<file path="src/rtl/regfile_dump_unit_if.sv">
// Purpose : register-file read port plus (addr, data) dump beat stream.
// Latency : n/a (wires only); the regfile read is combinational.
// Backpr. : dump_ready from the consumer stalls the beat in place.
// Ports   : rsel1/rdat1 regfile read select and data; dump_valid/dump_ready handshake;
//           dump_addr/dump_data beat payload.
//           master = dump unit side, slave = regfile + consumer side.
interface regfile_dump_unit_if #(
  parameter int DW = 32
);
  logic [4:0]    rsel1;
  logic [DW-1:0] rdat1;
  logic          dump_valid;
  logic          dump_ready;
  logic [4:0]    dump_addr;
  logic [DW-1:0] dump_data;

  modport master (
    output rsel1,
    input  rdat1,
    output dump_valid,
    input  dump_ready,
    output dump_addr,
    output dump_data
  );

  modport slave (
    input  rsel1,
    output rdat1,
    input  dump_valid,
    output dump_ready,
    input  dump_addr,
    input  dump_data
  );
endinterface

</file>
<file path="src/rtl/regfile_dump_unit.sv">
// Purpose : on start, read registers in ascending order and stream each as an (addr, data) beat.
// Latency : 2 cycles per beat (READ + SEND); start edge to done pulse is 2*N+1 cycles.
// Backpr. : a beat waits in SEND with addr/data held until dump_ready; no timeout.
// Ports   : CLK, RST (sync, active-high); start request; dif = regfile read port and
//           dump stream (master modport); busy from accepted start to done; done pulse.
module regfile_dump_unit #(
  parameter int NREGS     = 32,
  parameter int DW        = 32,
  parameter bit SKIP_ZERO = 1'b0
) (
  input  logic                 CLK,
  input  logic                 RST,
  input  logic                 start,
  regfile_dump_unit_if.master  dif,
  output logic                 busy,
  output logic                 done
);

  typedef enum logic [1:0] {
    ST_IDLE,
    ST_READ,
    ST_SEND,
    ST_DONE
  } state_e;

  localparam logic [4:0] FIRST_IDX = SKIP_ZERO ? 5'd1 : 5'd0;
  localparam logic [4:0] LAST_IDX  = 5'(NREGS - 1);

  state_e        state_q, state_d;
  logic [4:0]    idx_q, idx_d;
  logic [4:0]    addr_q, addr_d;
  logic [DW-1:0] data_q, data_d;

  logic [4:0]    rsel1_c;
  logic          dump_valid_c;

  always_ff @(posedge CLK) begin
    if (RST) begin
      state_q <= ST_IDLE;
      idx_q   <= 5'd0;
      addr_q  <= 5'd0;
      data_q  <= '0;
    end else begin
      state_q <= state_d;
      idx_q   <= idx_d;
      addr_q  <= addr_d;
      data_q  <= data_d;
    end
  end

  always_comb begin
    state_d      = state_q;
    idx_d        = idx_q;
    addr_d       = addr_q;
    data_d       = data_q;
    rsel1_c      = 5'd0;
    dump_valid_c = 1'b0;
    busy         = 1'b1;
    done         = 1'b0;

    case (state_q)
      ST_IDLE: begin
        busy = 1'b0;
        if (start) begin
          idx_d   = FIRST_IDX;
          state_d = ST_READ;
        end
      end

      // The regfile answers combinationally, so the value is captured on the
      // same edge. A write landing on that edge is not yet visible here.
      ST_READ: begin
        rsel1_c = idx_q;
        data_d  = dif.rdat1;
        addr_d  = idx_q;
        state_d = ST_SEND;
      end

      // Payload comes from the capture flops, so later regfile writes to this
      // index cannot disturb a stalled beat.
      ST_SEND: begin
        dump_valid_c = 1'b1;
        if (dif.dump_ready) begin
          if (idx_q == LAST_IDX) begin
            state_d = ST_DONE;
          end else begin
            idx_d   = idx_q + 5'd1;
            state_d = ST_READ;
          end
        end
      end

      ST_DONE: begin
        done    = 1'b1;
        state_d = ST_IDLE;
      end

      default: begin
        state_d = ST_IDLE;
      end
    endcase
  end

  assign dif.rsel1      = rsel1_c;
  assign dif.dump_valid = dump_valid_c;
  assign dif.dump_addr  = addr_q;
  assign dif.dump_data  = data_q;

endmodule

</file>
<file path="src/flat_wrapper.sv">
// flat-port wrapper written by rule: the top's interface ports become plain ports
module regfile_dump_unit_flat 
#(
  parameter int NREGS     = 32,
  parameter int DW        = 32,
  parameter bit SKIP_ZERO = 1'b0
)
  (CLK, RST, start, busy, done, dif_rsel1, dif_rdat1, dif_dump_valid, dif_dump_ready, dif_dump_addr, dif_dump_data);
  regfile_dump_unit_if #(.DW(DW)) dif_i ();
  input  logic CLK;
  input  logic RST;
  input  logic start;
  output logic busy;
  output logic done;
  output wire logic [$bits(dif_i.rsel1)-1:0] dif_rsel1;
  input wire logic [$bits(dif_i.rdat1)-1:0] dif_rdat1;
  output wire logic [$bits(dif_i.dump_valid)-1:0] dif_dump_valid;
  input wire logic [$bits(dif_i.dump_ready)-1:0] dif_dump_ready;
  output wire logic [$bits(dif_i.dump_addr)-1:0] dif_dump_addr;
  output wire logic [$bits(dif_i.dump_data)-1:0] dif_dump_data;
  assign dif_rsel1 = dif_i.rsel1;
  assign dif_i.rdat1 = dif_rdat1;
  assign dif_dump_valid = dif_i.dump_valid;
  assign dif_i.dump_ready = dif_dump_ready;
  assign dif_dump_addr = dif_i.dump_addr;
  assign dif_dump_data = dif_i.dump_data;
  regfile_dump_unit #(.NREGS(NREGS), .DW(DW), .SKIP_ZERO(SKIP_ZERO)) u_core (.CLK(CLK), .RST(RST), .start(start), .dif(dif_i), .busy(busy), .done(done));
endmodule
</file>
<file path="config.mk">
export PLATFORM = sky130hd
export DESIGN_NAME = regfile_dump_unit_flat
export DESIGN_NICKNAME = d
export VERILOG_FILES = /design/src/rtl/regfile_dump_unit_if.sv /design/src/rtl/regfile_dump_unit.sv /design/src/flat_wrapper.sv
export SDC_FILE = /design/constraint.sdc
export NUM_CORES = 1
export LEC_CHECK = 0
export CAP_MARGIN = 0
export CORE_ASPECT_RATIO = 1.25
export CORE_MARGIN = 10
export CORE_UTILIZATION = 40
export CTS_CLUSTER_DIAMETER = 150
export DETAILED_ROUTE_END_ITERATION = 10
export PLACE_DENSITY = 0.91
export SYNTH_ARGS = -nofsm -noshare
export SYNTH_HDL_FRONTEND = slang
export SYNTH_SLANG_ARGS = --single-unit
</file>
<file path="constraint.sdc">
create_clock -name CLK -period 2.3 [get_ports CLK]
set_clock_uncertainty 0.15 [all_clocks]
set_input_delay 0.23 -clock CLK [delete_from_list [all_inputs] [get_ports CLK]]
set_output_delay 0.23 -clock CLK [all_outputs]
set_load 0.1 [all_outputs]
</file>
Yosys cells after proc, flatten, opt, wreduce, memory -nomap -nowiden
Cells that the tools add are included.

cells by class
  shifts and indexed selects = 0
  $lt $le $gt $ge = 0
  equality and inequality tests = 7
  bitwise operators = 0
  mux-type cells = 12
  multipliers = 0
  $add $sub $neg = 1
  divide/modulo/power cells = 0
  reduce and logical (&&, ||, !) cells = 4

operators by type and width
  kind                                           count
  two-way mux 5 bit                              4
  one-hot mux 5 bit (2 select lines)             1
  one-hot mux 2 bit (4 select lines)             1
  two-way mux 2 bit                              3
  inequality test 2 bit, second input constant   3
  adder 5 x 1 -> 5 bit, second input constant    1
  == test 5 bit, second input constant           1
  == test 2 bit, second input constant           2
  AND reduction 4 bit                            1
  two-way mux 1 bit                              3
  == test 2 x 1 -> 1 bit, second input constant  1
  zero test 2 bit                                1
  AND reduction 2 bit                            1
  nonzero test 2 bit                             1

word-level totals
  output and inout port bits = 45
  bits in latches = 0
  bits in read-only memories = 0
  bits in writable memories = 0
  memories = 0
  bits in registers = 44

Logic depth before layout (Yosys ltp)
  depth after elaboration = 4
  gate-level depth with buffers = 6
  depth with buffers taken out = 6

Worst setup path after synthesis
No wires, ideal clock.

  kind = reg2reg
  start = register u_core.state_q[1]
  end = register u_core.idx_q[3]
  clock period less this slack = 2592 ps
  setup slack = -292 ps
  data arrival time = 2354 ps
  stages on the path, launching flop included = 5
  setup time = 88 ps
  path buffers = 1
  path through = dfxtp_1 > buf_4 > nor2b_1 > nand2_1 > a311oi_2

on the way
  longest elaborated chain between the ends = 3
  elaborated cells between the ends (all ways) = 8
  classes of those cells = 4 x eq/ne; 1 x mux; 3 x reduce/logical

ends and longest elaborated chain
  what                                                                          line                     source
  start, declared                                                               regfile_dump_unit.sv:29  state_e state_q, state_d;
  start signal, assigned                                                        regfile_dump_unit.sv:44  state_q <= state_d;
  == test 2 bit / zero test 2 bit (equally long branches)                       regfile_dump_unit.sv:61  case (state_q)
  inequality test 2 bit (no line) / nonzero test 2 bit (equally long branches)  n/a
  AND reduction 4 bit (no line)                                                 n/a
  end signal, assigned                                                          regfile_dump_unit.sv:45  idx_q <= idx_d;
  end, declared                                                                 regfile_dump_unit.sv:30  logic [4:0] idx_q, idx_d;

Parallel ways exist; a longest one is shown, timed or not.
A chain may end at the register's enable or synchronous reset.

Worst setup path in the final report
  start = register u_core.idx_q[0]
  end = register u_core.idx_q[3]

on the way
  longest elaborated chain between the ends = 4
  elaborated cells between the ends (all ways) = 7
  classes of those cells = 1 x add/sub; 2 x eq/ne; 3 x mux; 1 x reduce/logical

ends and longest elaborated chain
  what                                line                     source
  adder 5 x 1 -> 5 bit                regfile_dump_unit.sv:87  idx_d = idx_q + 5'd1;
  two-way mux 5 bit                   regfile_dump_unit.sv:84  if (idx_q == LAST_IDX) begin
  two-way mux 5 bit                   regfile_dump_unit.sv:83  if (dif.dump_ready) begin
  one-hot mux 5 bit (2 select lines)  regfile_dump_unit.sv:61

Parallel ways exist; a longest one is shown, timed or not. The select of a mux whose other input is x is not followed.

==> impl_metrics.json <==
{
  "status": "complete, no violations",
  "io_pins": 81,
  "stdcell_count": 341,
  "area_delta_synth_final_pct": 53.5,
  "antenna_cells": 0,
  "yosys-top-cells-area": "dfxtp_1 52%, nand2_1 17%, a21oi_1 12%",
  "cts_buffer_depth": 2,
  "cp-end-kind": "flip-flop",
  "gp_congestion": 0.880,
  "drive_gt1_share_pct": 21.8,
  "clock-sinks": 44,
  "wire_per_inst_um": 14.0,
  "antenna_left": 0,
  "path_max_fanout": 6,
  "post_cts_buffers": 0,
  "hold_ws_ns": 0.305,
  "slew-limit-headroom_pct": 66.8,
  "placed_cell_area_um2": 2500,
  "tritoncts": "built",
  "fillCellCount": 375,
  "die_x_um": 78.1,
  "utilization_pct": 63.3,
  "drc": 0,
  "fmax_ghz": 0.499,
  "final_area_um2": 2590,
  "rsz0062_at_grt": "no",
  "clock_latency_ns": 0.29,
  "leakagePower_nw": 1.08,
  "fin_nets": 322,
  "syn_area_um2": 1690,
  "dp_slack_ns": 0.317,
  "vias": 1644,
  "fp.coreArea_um2": 4100,
  "synth_top_area_cell": "dfxtp_1",
  "cts_buffers": 5,
  "ys_seq_area_share_pct": 52.1,
  "viasPerCell": 4.82,
  "wirelength_um": 4780,
  "cap_viol_max_count": 0,
  "max_stage_delay_ns": 0.38,
  "slew_violations": 0,
  "setup_viol": 0,
  "cts_max_level": 2,
  "syn_nets": 245,
  "hpwl_um": 3680,
  "cp_cell_sequence": "ha_1, and3_1, ha_1, and4bb_4, a41oi_2, a311oi_2",
  "final.setup.tns_ns": 0,
  "ys_ff_latch": 44,
  "cpMostUsedCell": "ha_1",
  "antenna_found_initial": 0,
  "first_pass_iters": 4,
  "setup.worst_path.class": "reg2reg",
  "ir_drop_mv": 0.496,
  "drt_iter0_markers": 65,
  "syn-instance-count": 207,
  "min-delay-path-class": "reg2reg",
  "synthDominantCellAreaShare_pct": 52.1,
  "setup_ws_ns": 0.296,
  "critPathRequiredTime_ns": 2.35,
  "power_mw": 1.77,
  "power.density_nw_per_um2": 683,
  "overflow": 0,
  "hold_viol": 0,
  "holdBufCountCts": 0,
  "track_usage_pct": 13.4,
  "grt_max_degree": 34,
  "dp.cells": 333,
  "cp.arrival_ns": 2.05,
  "fp-row-count": 26,
  "layout_min_cycle_time_ns": 2.00,
  "cpLargestDelayFamily": "simple AND/OR/NAND/NOR gates",
  "port_buffers": 80,
  "first_global_vias": 1664,
  "critPathLaunchType": "flip-flop",
  "seq_area_um2": 881,
  "start_util_pct": 41.2,
  "final.period_utilization_pct": 87.1,
  "multi_input_area_um2": 706,
  "critical_path.slowest_cell": "and4bb_4",
  "root_buffer": "clkbuf_8",
  "clkSlewWorstSetupHoldPaths_ns": 0.08,
  "die_y_um": 92.7,
  "ys_types": 29,
  "grt_pass1_wl_um": 8020,
  "synth_warnings": 0,
  "cts_resized": 0,
  "crit_buf_inv": 0,
  "worst_pin_slew_ns": 0.497,
  "synth.avg_cell_area_um2": 8.17,
  "die-area_um2": 7240
}
## sequential cells by signal (all words and copies together) (netlist names)
register / count
u_core.state_q: 2
u_core.dif.dump_addr: 5
u_core.idx_q: 5
u_core.dif.dump_data: 32
## power by group
part           internal (mW)  leakage, nW  switching [mW]
clock network          0.245       0.0455           0.239
registers              0.794        0.358          0.0213
logic                  0.138        0.672           0.335
## worst min-delay path, stage by stage, from the launching register on
cell	delay, ns
dfxtp_1	0.31
nand2_1	0.05
a21oi_1	0.05
## logic make-up (layout without fill, tap and decap cells)
kind of cell,count (synthesis),after routing,share of synthesized area [%]
AO/OA/AOI/OAI,46,46,15.2
AND/OR/NAND/NOR,93,93,24.1
flip-flops,44,44,52.1
buffers and inverters,21,99,6.44
adder cells (fa/ha/maj),2,2,1.48
multiplexers,1,1,0.592
## layer usage
layer | track usage (%) | vias to the layer above | wire length (um) | share of wire (%)
met4 | 4.79 | 0 | 34 | 0.71
met3 | 6.19 | 2 | 404 | 8.5
met1 | 14.1 | 747 | 1930 | 40
met5 | 0 | - | 0 | 0
met2 | 22.9 | 63 | 2410 | 51
li1 | - | 832 | - | -
## cells in the mapped netlist
cell type,number
a41oi_2,1
nor2b_1,2
o21ai_0,1
nor3_1,1
a211oi_1,1
buf_1,1
nor2_1,1
clkbuf_1,5
ha_1,2
and3_1,1
dfxtp_1,44
buf_4,5
and2_1,1
buf_2,3
buf_6,1
and4bb_4,1
nand2_1,76
a311oi_2,1
mux2i_1,1
or3b_1,1
or2b_1,1
inv_1,6
or2_2,1
nand2b_1,1
a21oi_1,41
nand4bb_1,1
nand3_1,3
a311oi_1,1
nand4b_1,2
## path summary, 6_finish.rpt
path | from | endpoint | slack [ns] | cells after the start
setup / recovery | u_core.idx_q[0] | u_core.idx_q[3] | 0.30 | 6
hold / removal | u_core.dif.dump_data[10] | u_core.dif.dump_data[10] | 0.30 | 2
setup reg to reg | u_core.idx_q[0] | u_core.idx_q[3] | 0.30 | 6
hold reg to reg | u_core.dif.dump_data[10] | u_core.dif.dump_data[10] | 0.30 | 2
## cell type report
class / instances / share of cell area [%]
multi-input cells: 142 / 27.2
repair buffers: 85 / 31.8
flip-flops and latches: 44 / 33.9
inverters: 6 / 0.868
well taps: 56 / 2.70
clock buffers: 8 / 3.47
## placed cells by master, fill, tap and decap left out
master	n
a311oi_1	1
and4bb_4	1
a311oi_2	1
clkbuf_8	6
o21ai_0	1
nor3_1	1
a21oi_1	41
nor2_1	1
and2_1	1
mux2i_1	1
buf_12	8
inv_1	6
a41oi_2	1
nand2b_1	1
clkdlybuf4s50_1	35
nand4bb_1	1
nand2_1	76
and3_1	1
nor2b_2	2
or2b_1	1
or2_2	1
clkbuf_1	2
ha_1	2
nand4b_1	2
or3b_1	1
dfxtp_1	44
buf_4	42
a211oi_1	1
nand3_1	3
(Power assumes the default switching activity.)
